**src/rtl/i_decode_q.sv**
```systemverilog
// Registered instruction decode queue between fetch and buffer: decodes RV32I
// (plus OP-V when enabled) into a micro-op record and holds DEPTH records.
module i_decode_q #(
  parameter int INST_WIDTH = 32,
  parameter int DATA_WIDTH = 32,
  parameter int DEPTH      = 2,
  parameter int VEC_EN     = 1
) (
  input  logic                  clk,
  input  logic                  rst,
  input  logic                  inst_valid,
  input  logic [INST_WIDTH-1:0] inst,
  output logic                  if_vacant,
  input  logic                  ib_vacant,
  output logic                  ib_valid,
  output logic [6:0]            ib_opt,
  output logic [2:0]            ib_funct,
  output logic [6:0]            ib_funct7,
  output logic [5:0]            ib_funct6,
  output logic                  ib_vm,
  output logic [4:0]            ib_rs1,
  output logic [4:0]            ib_rs2,
  output logic [4:0]            ib_rd,
  output logic [DATA_WIDTH-1:0] ib_imm,
  output logic                  ib_illegal
);

  localparam int AW = $clog2(DEPTH);
  localparam int CW = AW + 1;

  localparam logic [6:0] OP_B     = 7'b1100011;
  localparam logic [6:0] OP_L     = 7'b0000011;
  localparam logic [6:0] OP_JALR  = 7'b1100111;
  localparam logic [6:0] OP_S     = 7'b0100011;
  localparam logic [6:0] OP_I     = 7'b0010011;
  localparam logic [6:0] OP_R     = 7'b0110011;
  localparam logic [6:0] OP_LUI   = 7'b0110111;
  localparam logic [6:0] OP_AUIPC = 7'b0010111;
  localparam logic [6:0] OP_JAL   = 7'b1101111;
  localparam logic [6:0] OP_V     = 7'b1010111;

  typedef struct packed {
    logic                  illegal;
    logic [6:0]            opt;
    logic [2:0]            funct;
    logic [6:0]            funct7;
    logic [5:0]            funct6;
    logic                  vm;
    logic [4:0]            rs1;
    logic [4:0]            rs2;
    logic [4:0]            rd;
    logic [DATA_WIDTH-1:0] imm;
  } rec_t;

  rec_t          dec;
  rec_t          mem [DEPTH];
  rec_t          head;
  logic [AW-1:0] wr_ptr_reg;
  logic [AW-1:0] rd_ptr_reg;
  logic [CW-1:0] count_reg;
  logic          full;
  logic          empty;
  logic          push;
  logic          pop;

  // Size casts of signed operands sign-extend the immediates to DATA_WIDTH.
  always_comb begin
    dec     = '0;
    dec.opt = inst[6:0];
    case (inst[6:0])
      OP_B: begin
        dec.rs1   = inst[19:15];
        dec.rs2   = inst[24:20];
        dec.funct = inst[14:12];
        dec.imm   = DATA_WIDTH'($signed({inst[31], inst[7], inst[30:25], inst[11:8], 1'b0}));
      end
      OP_L, OP_JALR: begin
        dec.rs1   = inst[19:15];
        dec.rd    = inst[11:7];
        dec.funct = inst[14:12];
        dec.imm   = DATA_WIDTH'($signed(inst[31:20]));
      end
      OP_S: begin
        dec.rs1   = inst[19:15];
        dec.rs2   = inst[24:20];
        dec.funct = inst[14:12];
        dec.imm   = DATA_WIDTH'($signed({inst[31:25], inst[11:7]}));
      end
      OP_I: begin
        dec.rs1   = inst[19:15];
        dec.rd    = inst[11:7];
        dec.funct = inst[14:12];
        if (inst[13:12] == 2'b01) begin
          dec.imm    = DATA_WIDTH'(inst[24:20]);
          dec.funct7 = inst[31:25];
        end else begin
          dec.imm = DATA_WIDTH'($signed(inst[31:20]));
        end
      end
      OP_R: begin
        dec.rs1    = inst[19:15];
        dec.rs2    = inst[24:20];
        dec.rd     = inst[11:7];
        dec.funct  = inst[14:12];
        dec.funct7 = inst[31:25];
      end
      OP_LUI, OP_AUIPC: begin
        dec.rd  = inst[11:7];
        dec.imm = DATA_WIDTH'($signed({inst[31:12], 12'b0}));
      end
      OP_JAL: begin
        dec.rd  = inst[11:7];
        dec.imm = DATA_WIDTH'($signed({inst[31], inst[19:12], inst[20], inst[30:21], 1'b0}));
      end
      OP_V: begin
        if (VEC_EN != 0) begin
          dec.rs1    = inst[19:15];
          dec.rs2    = inst[24:20];
          dec.rd     = inst[11:7];
          dec.funct  = inst[14:12];
          dec.funct6 = inst[31:26];
          dec.vm     = inst[25];
          if (inst[14:12] == 3'b011)
            dec.imm = DATA_WIDTH'($signed(inst[19:15]));
        end else begin
          dec.illegal = 1'b1;
        end
      end
      default: dec.illegal = 1'b1;
    endcase
  end

  assign full  = (count_reg == CW'(DEPTH));
  assign empty = (count_reg == '0);
  assign push  = inst_valid && !full;
  assign pop   = !empty && ib_vacant;

  always_ff @(posedge clk or posedge rst) begin
    if (rst) begin
      wr_ptr_reg <= '0;
      rd_ptr_reg <= '0;
      count_reg  <= '0;
      for (int i = 0; i < DEPTH; i++) mem[i] <= '0;
    end else begin
      if (push) begin
        mem[wr_ptr_reg] <= dec;
        wr_ptr_reg      <= wr_ptr_reg + 1'b1;
      end
      if (pop) rd_ptr_reg <= rd_ptr_reg + 1'b1;
      case ({push, pop})
        2'b10:   count_reg <= count_reg + 1'b1;
        2'b01:   count_reg <= count_reg - 1'b1;
        default: count_reg <= count_reg;
      endcase
    end
  end

  // Outputs come only from registered state; an empty queue presents all zeros.
  assign head       = empty ? '0 : mem[rd_ptr_reg];
  assign if_vacant  = !full;
  assign ib_valid   = !empty;
  assign ib_opt     = head.opt;
  assign ib_funct   = head.funct;
  assign ib_funct7  = head.funct7;
  assign ib_funct6  = head.funct6;
  assign ib_vm      = head.vm;
  assign ib_rs1     = head.rs1;
  assign ib_rs2     = head.rs2;
  assign ib_rd      = head.rd;
  assign ib_imm     = head.imm;
  assign ib_illegal = head.illegal;

endmodule

```
**config.mk**
```make
export PLATFORM = sky130hd
export DESIGN_NAME = i_decode_q
export DESIGN_NICKNAME = d
export VERILOG_FILES = /design/src/rtl/i_decode_q.sv
export SDC_FILE = /design/constraint.sdc
export NUM_CORES = 1
export LEC_CHECK = 0
export CORE_MARGIN = 10
export CORE_UTILIZATION = 58
export DETAILED_ROUTE_END_ITERATION = 6
export GPL_TIMING_DRIVEN = 0
export PLACE_DENSITY = 0.85
export SLEW_MARGIN = 0
export SYNTH_ARGS = -nofsm -noshare
export SYNTH_HDL_FRONTEND = slang
export SYNTH_SLANG_ARGS = --single-unit
```
**constraint.sdc**
```tcl
create_clock -name clk -period 10.4 [get_ports clk]
set_clock_uncertainty 0.15 [all_clocks]
set_input_delay 1.56 -clock clk [delete_from_list [all_inputs] [get_ports clk]]
set_output_delay 1.56 -clock clk [all_outputs]
set_load 0.1 [all_outputs]
```
==> results.json, run 1 <==
{
  "detailroute.via_count": 6345,
  "start_util_pct": 59.2,
  "synth.yosys.seq_area_share_pct": 52.1,
  "area_growth_pct": 26.4,
  "worst_setup_path_startpoint": "count_reg[0]",
  "port_buffers": 109,
  "num-fill-cells": 861,
  "crit_path_max_fanout": 10,
  "post_synth_inst_count": 739,
  "hold_depth": 2,
  "layout-drive-gt1-share_pct": 9.31,
  "global_route.overflow_total": 0,
  "final_max_slew_viol_count": 0,
  "ctsHoldBuffers": 0,
  "worst_ep_arrival_time_ns": 3.55,
  "antenna_violations_before_repair": 0,
  "hpwl_detailed_mm": 15.3,
  "drt_pre_antenna_iters": 7,
  "die_h_um": 131,
  "clkTransAtPathRegs_ns": 0.06,
  "timing.final.setup_violations": 0,
  "maxClockFrequency_mhz": 190,
  "core-area_um2": 12000,
  "ys.flop_type": "dfrtp_1",
  "nNetsFinal": 905,
  "count_of_flip_flops_with_a_built_in_enable_after_synthesis": 0,
  "yosys_register_bits": 148,
  "worst_skew_pair.late_latency_ns": 0.43,
  "worst_hold_path_type": "flip-flop to flip-flop",
  "postCtsSetupBuffers": 0,
  "yosysTopAreaCellShare_pct": 52.1,
  "multiInputGateArea_um2": 3140,
  "final_period_utilization_pct": 50.5,
  "area.sequential_um2": 3700,
  "result_of_the_run": "finished, final reports clean",
  "drt.antenna.violating_nets": 0,
  "ys_top_cells_by_area": "dfrtp_1 (52%), mux2i_1 (10%), nor2_1 (7.6%), nand2_1 (6.0%), a22o_1 (4.4%)",
  "antenna_cells_inserted": 0,
  "postRouteWirelength_mm": 21.4,
  "synth.cell_area_um2": 7110,
  "grt_setup_unrepaired": "no",
  "cts-root-to-sink-buffers": 2,
  "number_of_global_route_vias_before_repair": 6449,
  "fp.dieW_um": 131,
  "worstHoldStart": "mem[69]",
  "grt_first_pass_wirelength_mm": 33.9,
  "routed_vias_inst": 6.17,
  "cts.sinks": 148,
  "layout.cells.most_common_list": "dfrtp_1 (148), nor2_1 (143), nand2_1 (114)",
  "timing.critical_path.required_ns": 8.69,
  "timing.setup.tns_ns": 0,
  "finalHoldViolations": 0,
  "synth_top_cell_by_area": "dfrtp_1",
  "htree_num_levels": 4,
  "floorplan.die_area_um2": 17100,
  "r2r.worst_path.cells": 7,
  "floorplan.rows": 40,
  "period_needed_ns": 5.26,
  "io_pins": 110,
  "drt_iter0_markers": 733,
  "synth_async_sr_flop_share_pct": 100,
  "clk_root_buffer_cell": "clkbuf_16",
  "routabilityCongestion": 0.972,
  "pin_count_of_the_biggest_net_entering_global_routing": 109,
  "timing.critical_path.from_type": "flip-flop",
  "drt_drc_violations_left": 0,
  "synth_warnings": 0,
  "cts_buffers": 17,
  "worstSetupEndpointType": "primary output",
  "actual_slew_at_the_worst_max_slew_pin_ns": 1.27,
  "route.detailed.wl_per_inst_um": 20.8,
  "largest_reg_flops": 144,
  "grt_util_all_layers_pct": 25.7,
  "postCtsResizedCells": 0,
  "path_class": "flip-flop to primary output",
  "yosys.cell_types.count": 52,
  "drv.max_cap_violation_count": 0,
  "layout_commonest_cell": "dfrtp_1",
  "cts_tree": "done",
  "max_slew_margin_pct": 14.9,
  "postSynthAreaPerCell_um2": 9.62,
  "syn-num-nets": 776,
  "reg2reg_from": "count_reg[0]"
}
==> per-stage QoR <==
stage | util (%) | hold slack (ns) | area [µm²] | cells | setup slack [ns]
6_report | 74.8 | 0.327 | 8990 | 1028 | 5.14
5_1_grt | 74.8 | 0.363 | 8990 | 1028 | 5.04
4_1_cts | 74.8 | 0.326 | 8990 | 1028 | 5.16
3_5_place_dp | 70.1 | 0.313 | 8410 | 996 | 5.66
3_3_place_gp | 69.8 | 0.308 | 8380 | 995 | 3.13
2_1_floorplan | - | 0.295 | 7110 | 739 | 4.71
==> metal layers <==
metal | routed length (µm) | track usage (%)
met2 | 10400 | 42.0
met5 | 0 | 0
met1 | 8160 | 31.2
met4 | 738 | 11.2
met3 | 2090 | 7.41
==> synthesized netlist by cell type, drive strengths merged (2+ instances only) <==
master and count:
mux2 6, xnor2 2, nor2b 3, nand4b 2, nor2 145, nand3 5, a22oi 3, nor3 10
nor4 3, buf 32, a22o 36, nand2 115, nand2b 3, clkbuf 21, dfrtp 148, and2 3
a21oi 19, nand3b 3, inv 6, a31oi 48, mux2i 72, o21ai 33, o21bai 2, xor2 2
==> layout make-up <==
type / count / share of cell area [%]
Clock inverter: 9 / 1.16
Tap cell: 147 / 2.05
Sequential cell: 148 / 41.2
Inverter: 6 / 0.306
Buffer: 53 / 2.63
Multi-Input combinational cell: 532 / 35.0
Clock buffer: 23 / 5.21
Timing Repair Buffer: 110 / 12.4
==> worst paths after layout <==
| path | to | slack (ns) |
|---|---|---|
| max | ib_rs1[2] | 5.14 |
| min | mem[69] | 0.33 |
| max reg2reg | count_reg[1] | 7.77 |
| min reg2reg | mem[69] | 0.33 |
| max in group asynchronous | mem[107] | 7.88 |
| min in group asynchronous | mem[58] | 1.36 |
==> worst max-delay path: stages, from the launching register on <==
cell	delay [ns]
dfrtp_1	0.42
nor2_1	0.98
clkbuf_1	0.53
nor2_1	0.17
clkdlybuf4s50_1	1.01
==> cell families (layout without fill, tap and decap cells) <==
| logic type | count (synthesis) | count (layout) | synth area share [%] |
|---|---|---|---|
| mux | 78 | 78 | 11.1 |
| compound gates | 151 | 151 | 14.1 |
| flops | 148 | 148 | 52.1 |
| fa+ha+maj | 1 | 1 | 0.176 |
| simple gates | 298 | 298 | 18.4 |
| xor+xnor | 4 | 4 | 0.493 |
| buf+inv | 59 | 201 | 3.64 |
Power of run 1 is not shown: default switching activity piles up to over one toggle a cycle in this logic, so the estimate is an artifact.
==> inputs of run 2 (changes only) <==
--- a/config.mk
+++ b/config.mk
@@ -6,10 +6,10 @@
 export NUM_CORES = 1
 export LEC_CHECK = 0
 export CORE_MARGIN = 10
-export CORE_UTILIZATION = 58
+export CORE_UTILIZATION = 49
 export DETAILED_ROUTE_END_ITERATION = 6
 export GPL_TIMING_DRIVEN = 0
-export PLACE_DENSITY = 0.85
+export PLACE_DENSITY = 0.77
 export SLEW_MARGIN = 0
 export SYNTH_ARGS = -nofsm -noshare
 export SYNTH_HDL_FRONTEND = slang
==> constraint.sdc (replaced) <==
create_clock -name clk -period 4.28 [get_ports clk]
set_clock_uncertainty 0.15 [all_clocks]
set_input_delay 0.642 -clock clk [delete_from_list [all_inputs] [get_ports clk]]
set_output_delay 0.642 -clock clk [all_outputs]
set_load 0.1 [all_outputs]
==> results.json, run 2 (synthesis results as in run 1) <==
{
  "result_of_the_run": "finished, final reports clean",
  "final_period_utilization_pct": 93.0,
  "timing.critical_path.required_ns": 3.49,
  "routabilityCongestion": 0.912,
  "io_pins": 110,
  "design_area_um2": 9060,
  "dpl-instance-area_um2": 8490,
  "r2r.worst_path.cells": 6,
  "routed_vias_inst": 5.83,
  "worst_setup_path_startpoint": "count_reg[0]",
  "final_max_slew_viol_count": 0,
  "clk_root_buffer_cell": "clkbuf_16",
  "worst_setup_path_endpoint": "ib_funct[2]",
  "worstSetupEndpointType": "primary output",
  "crit_path_max_fanout": 10,
  "ctsHoldBuffers": 0,
  "layout_commonest_cell": "dfrtp_1",
  "largest_reg_flops": 144,
  "rr_endpoint": "count_reg[1]",
  "start_util_pct": 50.6,
  "timing.setup.tns_ns": 0,
  "pin_count_of_the_biggest_net_entering_global_routing": 45,
  "number_of_global_route_vias_before_repair": 6033,
  "drt.antenna.violating_nets": 0,
  "grt_first_pass_wirelength_mm": 33.7,
  "floorplan.die_area_um2": 19700,
  "core-area_um2": 14000,
  "detailroute.via_count": 6191,
  "report.power.total_w": 0.00823,
  "area.sequential_um2": 3700,
  "worst_hold_path_type": "flip-flop to flip-flop",
  "fp.dieW_um": 140,
  "drt_pre_antenna_iters": 5,
  "actual_slew_at_the_worst_max_slew_pin_ns": 0.999,
  "drt_drc_violations_left": 0,
  "postRouteWirelength_mm": 21.5,
  "nNetsFinal": 907,
  "die_h_um": 140,
  "port_buffers": 109,
  "reg2reg_from": "count_reg[0]",
  "maxClockFrequency_mhz": 251,
  "finalHoldViolations": 0,
  "num-fill-cells": 1119,
  "grt_setup_unrepaired": "no",
  "route.detailed.wl_per_inst_um": 20.2,
  "grt_util_all_layers_pct": 21.6,
  "drt_iter0_markers": 602,
  "slowest_delay_ns": 1.00,
  "global_route.overflow_total": 0,
  "clkTransAtPathRegs_ns": 0.06,
  "timing.critical_path.from_type": "flip-flop",
  "crit_path_cell_trace": "nor2_2 > clkbuf_1 > nor2_1 > clkdlybuf4s50_1",
  "p_leak_nw": 4.09,
  "layout-drive-gt1-share_pct": 9.75,
  "worst_ep_arrival_time_ns": 3.19,
  "path_class": "flip-flop to primary output",
  "floorplan.rows": 43,
  "cts-root-to-sink-buffers": 2,
  "antenna_cells_inserted": 0,
  "htree_num_levels": 4,
  "timing.final.setup_violations": 0,
  "pwr_density_nw_per_um2": 908,
  "antenna_violations_before_repair": 0,
  "layout.cells.most_common_list": "dfrtp_1 (148), nor2_1 (142), nand2_1 (114)",
  "drv.max_cap_violation_count": 0,
  "cts_buffers": 17,
  "period_needed_ns": 3.98,
  "vdd_ir_drop_max_uv": 901,
  "worst_path_max_delay_cell": "clkdlybuf4s50_1",
  "hpwl_detailed_mm": 15.3,
  "cts_tree": "done",
  "area_growth_pct": 27.4,
  "cts.sinks": 148,
  "multiInputGateArea_um2": 3150,
  "worst_skew_pair.late_latency_ns": 0.43,
  "r2r_slack_ns": 1.92,
  "max_slew_margin_pct": 33.2
}
## run 2: final cells by class
cell class | count | area share (%)
sequential | 148 | 40.9
multi-input combinational | 532 | 34.7
timing repair buffer | 112 | 12.7
clock buffer | 21 | 5.08
buffer | 53 | 2.61
tap | 180 | 2.49
clock inverter | 10 | 1.19
inverter | 6 | 0.290
## run 2: repair_timing
| action | CTS | global route |
|---|---|---|
| buffers inserted | 0 | 0 |
| endpoints found under the hold margin | 0 | 0 |
| resized for setup | 1 | 0 |
| endpoints found under the setup margin | 21 | 0 |
## run 2: worst min-delay path by stage
stage / from / to / slack [ns] / cells after the start
after floorplan: mem[136] / mem[136] / 0.29 / 2
after global placement: mem[140] / mem[140] / 0.31 / 2
after detailed placement: mem[67] / mem[67] / 0.31 / 2
after CTS: mem[67] / mem[67] / 0.33 / 2
after global routing: mem[123] / mem[123] / 0.35 / 2
final: mem[67] / mem[67] / 0.33 / 2
## run 2: metrics by stage
step           utilization [%]  std cells  hold WS (ns)  setup WS, ns
6_report                  64.5       1062         0.326         0.302
5_1_grt                   64.5       1062         0.346         0.182
4_1_cts                   64.5       1062         0.327         0.296
3_5_place_dp              60.4       1031         0.313         0.434
3_3_place_gp              60.0       1028         0.307         0.409
2_1_floorplan                -        739         0.295          1.23
## run 2: metal layers
metal | share of wire (%) | vias to the layer above | global-route usage (%)
met3 | 9.0 | 38 | 6.12
met2 | 47 | 297 | 33.3
met1 | 42 | 3030 | 28.3
li1 | - | 2826 | -
met4 | 2.0 | 0 | 7.39
met5 | 0 | - | 0
## run 2: worst max-delay path, delay by kind of cell (launching register included)
| family | cells | cell delay, ns |
|---|---|---|
| simple gates | 2 | 0.84 |
| buf+inv | 2 | 1.46 |
| flops | 1 | 0.44 |
## run 2: power breakdown
group          internal, W  switching (W)
sequential         0.00182       0.000231
clock             0.000879       0.000567
combinational      0.00118        0.00355
No activity file was read; power rests on OpenSTA's default activity.
==> inputs of run 3 (changes only) <==
==> constraint.sdc (replaced) <==
create_clock -name clk -period 4.28 [get_ports clk]
set_clock_uncertainty 0.15 [all_clocks]
set_input_delay 0.856 -clock clk [delete_from_list [all_inputs] [get_ports clk]]
set_output_delay 0.856 -clock clk [all_outputs]
set_load 0.1 [all_outputs]
==> results.json, run 3 (synthesis results as in run 1) <==
{
  "result_of_the_run": "finished, final reports clean",
  "timing.critical_path.buf_inv": 2,
  "pin_count_of_the_biggest_net_entering_global_routing": 45,
  "postCtsSetupBuffers": 0,
  "report.power.total_w": 0.00822,
  "drt_iter0_markers": 631,
  "slowest_delay_ns": 0.99,
  "grt_setup_unrepaired": "no",
  "floorplan.rows": 43,
  "port_buffers": 109,
  "period_needed_ns": 4.19,
  "io_pins": 110,
  "pwr_density_nw_per_um2": 905,
  "p_leak_nw": 4.26,
  "timing.critical_path.from_type": "flip-flop",
  "floorplan.die_area_um2": 19700,
  "ctsHoldBuffers": 0,
  "clkTransAtPathRegs_ns": 0.06,
  "htree_num_levels": 4,
  "cts-root-to-sink-buffers": 2,
  "worst_hold_path_type": "flip-flop to flip-flop",
  "routed_vias_inst": 5.79,
  "crit_path_cell_trace": "nor2_2 > clkbuf_1 > nor2_1 > clkdlybuf4s50_1",
  "area.sequential_um2": 3700,
  "start_util_pct": 50.6,
  "clk_root_buffer_cell": "clkbuf_16",
  "worst_ep_arrival_time_ns": 3.18,
  "timing.critical_path.required_ns": 3.27,
  "maxClockFrequency_mhz": 239,
  "routabilityCongestion": 0.912,
  "hold-worst-slack_ns": 0.326,
  "hpwl_detailed_mm": 15.3,
  "drt.antenna.violating_nets": 0,
  "cts.sinks": 148,
  "antenna_cells_inserted": 0,
  "number_of_global_route_vias_before_repair": 6033,
  "cts_buffers": 17,
  "global_route.overflow_total": 0,
  "timing.final.setup_violations": 0,
  "postRouteWirelength_mm": 21.4,
  "detailroute.via_count": 6152,
  "grt_util_all_layers_pct": 21.6,
  "timing.setup.tns_ns": 0,
  "max_slew_margin_pct": 33.4,
  "die_h_um": 140,
  "drt_drc_violations_left": 0,
  "final_max_slew_viol_count": 0,
  "layout-drive-gt1-share_pct": 9.75,
  "crit_path_max_fanout": 10,
  "layout.cells.most_common_list": "dfrtp_1 (148), nor2_1 (142), nand2_1 (114)",
  "dpl_worst_slack_ns": 0.220,
  "cts_tree": "done",
  "largest_reg_flops": 144,
  "vdd_ir_drop_max_uv": 901,
  "layout_commonest_cell": "dfrtp_1",
  "utilization_pct": 64.7,
  "antenna_violations_before_repair": 0,
  "final_period_utilization_pct": 97.8,
  "worstSetupEndpointType": "primary output",
  "critical_path.top_delay_family": "buffers and inverters",
  "core-area_um2": 14000,
  "nNetsFinal": 907,
  "path_class": "flip-flop to primary output",
  "fp.dieW_um": 140,
  "grt_first_pass_wirelength_mm": 33.7,
  "finalHoldViolations": 0,
  "worst_path_max_delay_cell": "clkdlybuf4s50_1",
  "final_critical_path_setup_slack_ns": 0.0936,
  "num-fill-cells": 1118,
  "route.detailed.wl_per_inst_um": 20.2,
  "drt_pre_antenna_iters": 5,
  "worst_skew_pair.late_latency_ns": 0.43,
  "drv.max_cap_violation_count": 0,
  "area_growth_pct": 27.8,
  "actual_slew_at_the_worst_max_slew_pin_ns": 0.997,
  "multiInputGateArea_um2": 3150
}
## run 3: cell count changes in the layout (fill, tap and decap cells not counted)
cell,before,now
clkdlybuf4s50_1,109,99
dlymetal6s2s_1,0,10
## run 3: per-stage QoR
stage,instance area (µm²),instances
6_report,9080,1062
5_1_grt,9080,1062
4_1_cts,9060,1062
3_5_place_dp,8490,1031
3_3_place_gp,8430,1028
2_1_floorplan,7110,739
## run 3: area by class of cell
type                    count  share of cell area (%)
clock inverters            10                    1.18
flip-flops and latches    148                    40.8
plain buffers              53                    2.60
repair buffers            112                    12.9
clock buffers              21                    5.07
well taps                 180                    2.48
inverters                   6                   0.289
multi-input cells         532                    34.6
## run 3: repair_timing
item | 4_1_cts | 5_1_grt
setup endpoints to repair | 70 | 10
pin swaps | 0 | 0
hold endpoints to repair | 0 | 0
resized for setup | 1 | 10
## run 3: worst min-delay path, delay by kind of cell (launching register included)
| family | cells | cell delay (ns) |
|---|---|---|
| and+or+nand+nor | 2 | 0.11 |
| DFF | 1 | 0.34 |
## run 3: worst paths after layout
check                           depth (start not counted)           end         start  slack, ns
worst max-delay path                                    4     ib_opt[5]  count_reg[0]       0.09
worst min-delay path                                    2       mem[67]       mem[67]       0.33
worst max register to register                          6  count_reg[1]  count_reg[0]       1.93
worst min register to register                          2       mem[67]       mem[67]       0.33
max in group asynchronous                               3       mem[79]           rst       2.69
min in group asynchronous                               2      mem[123]           rst       0.69
## run 3: where the power goes
part | switching, W | internal, W | total, W
clock | 0.000567 | 0.000878 | 0.00145
sequential | 0.000231 | 0.00182 | 0.00205
combinational | 0.00355 | 0.00118 | 0.00473
total | 0.00434 | 0.00388 | 0.00822
## run 3: layer usage
metal	global-route usage [%]	part of all wire [%]
met1	28.3	43
met2	33.3	47
met3	6.12	8.2
met4	7.39	2.1
met5	0	0
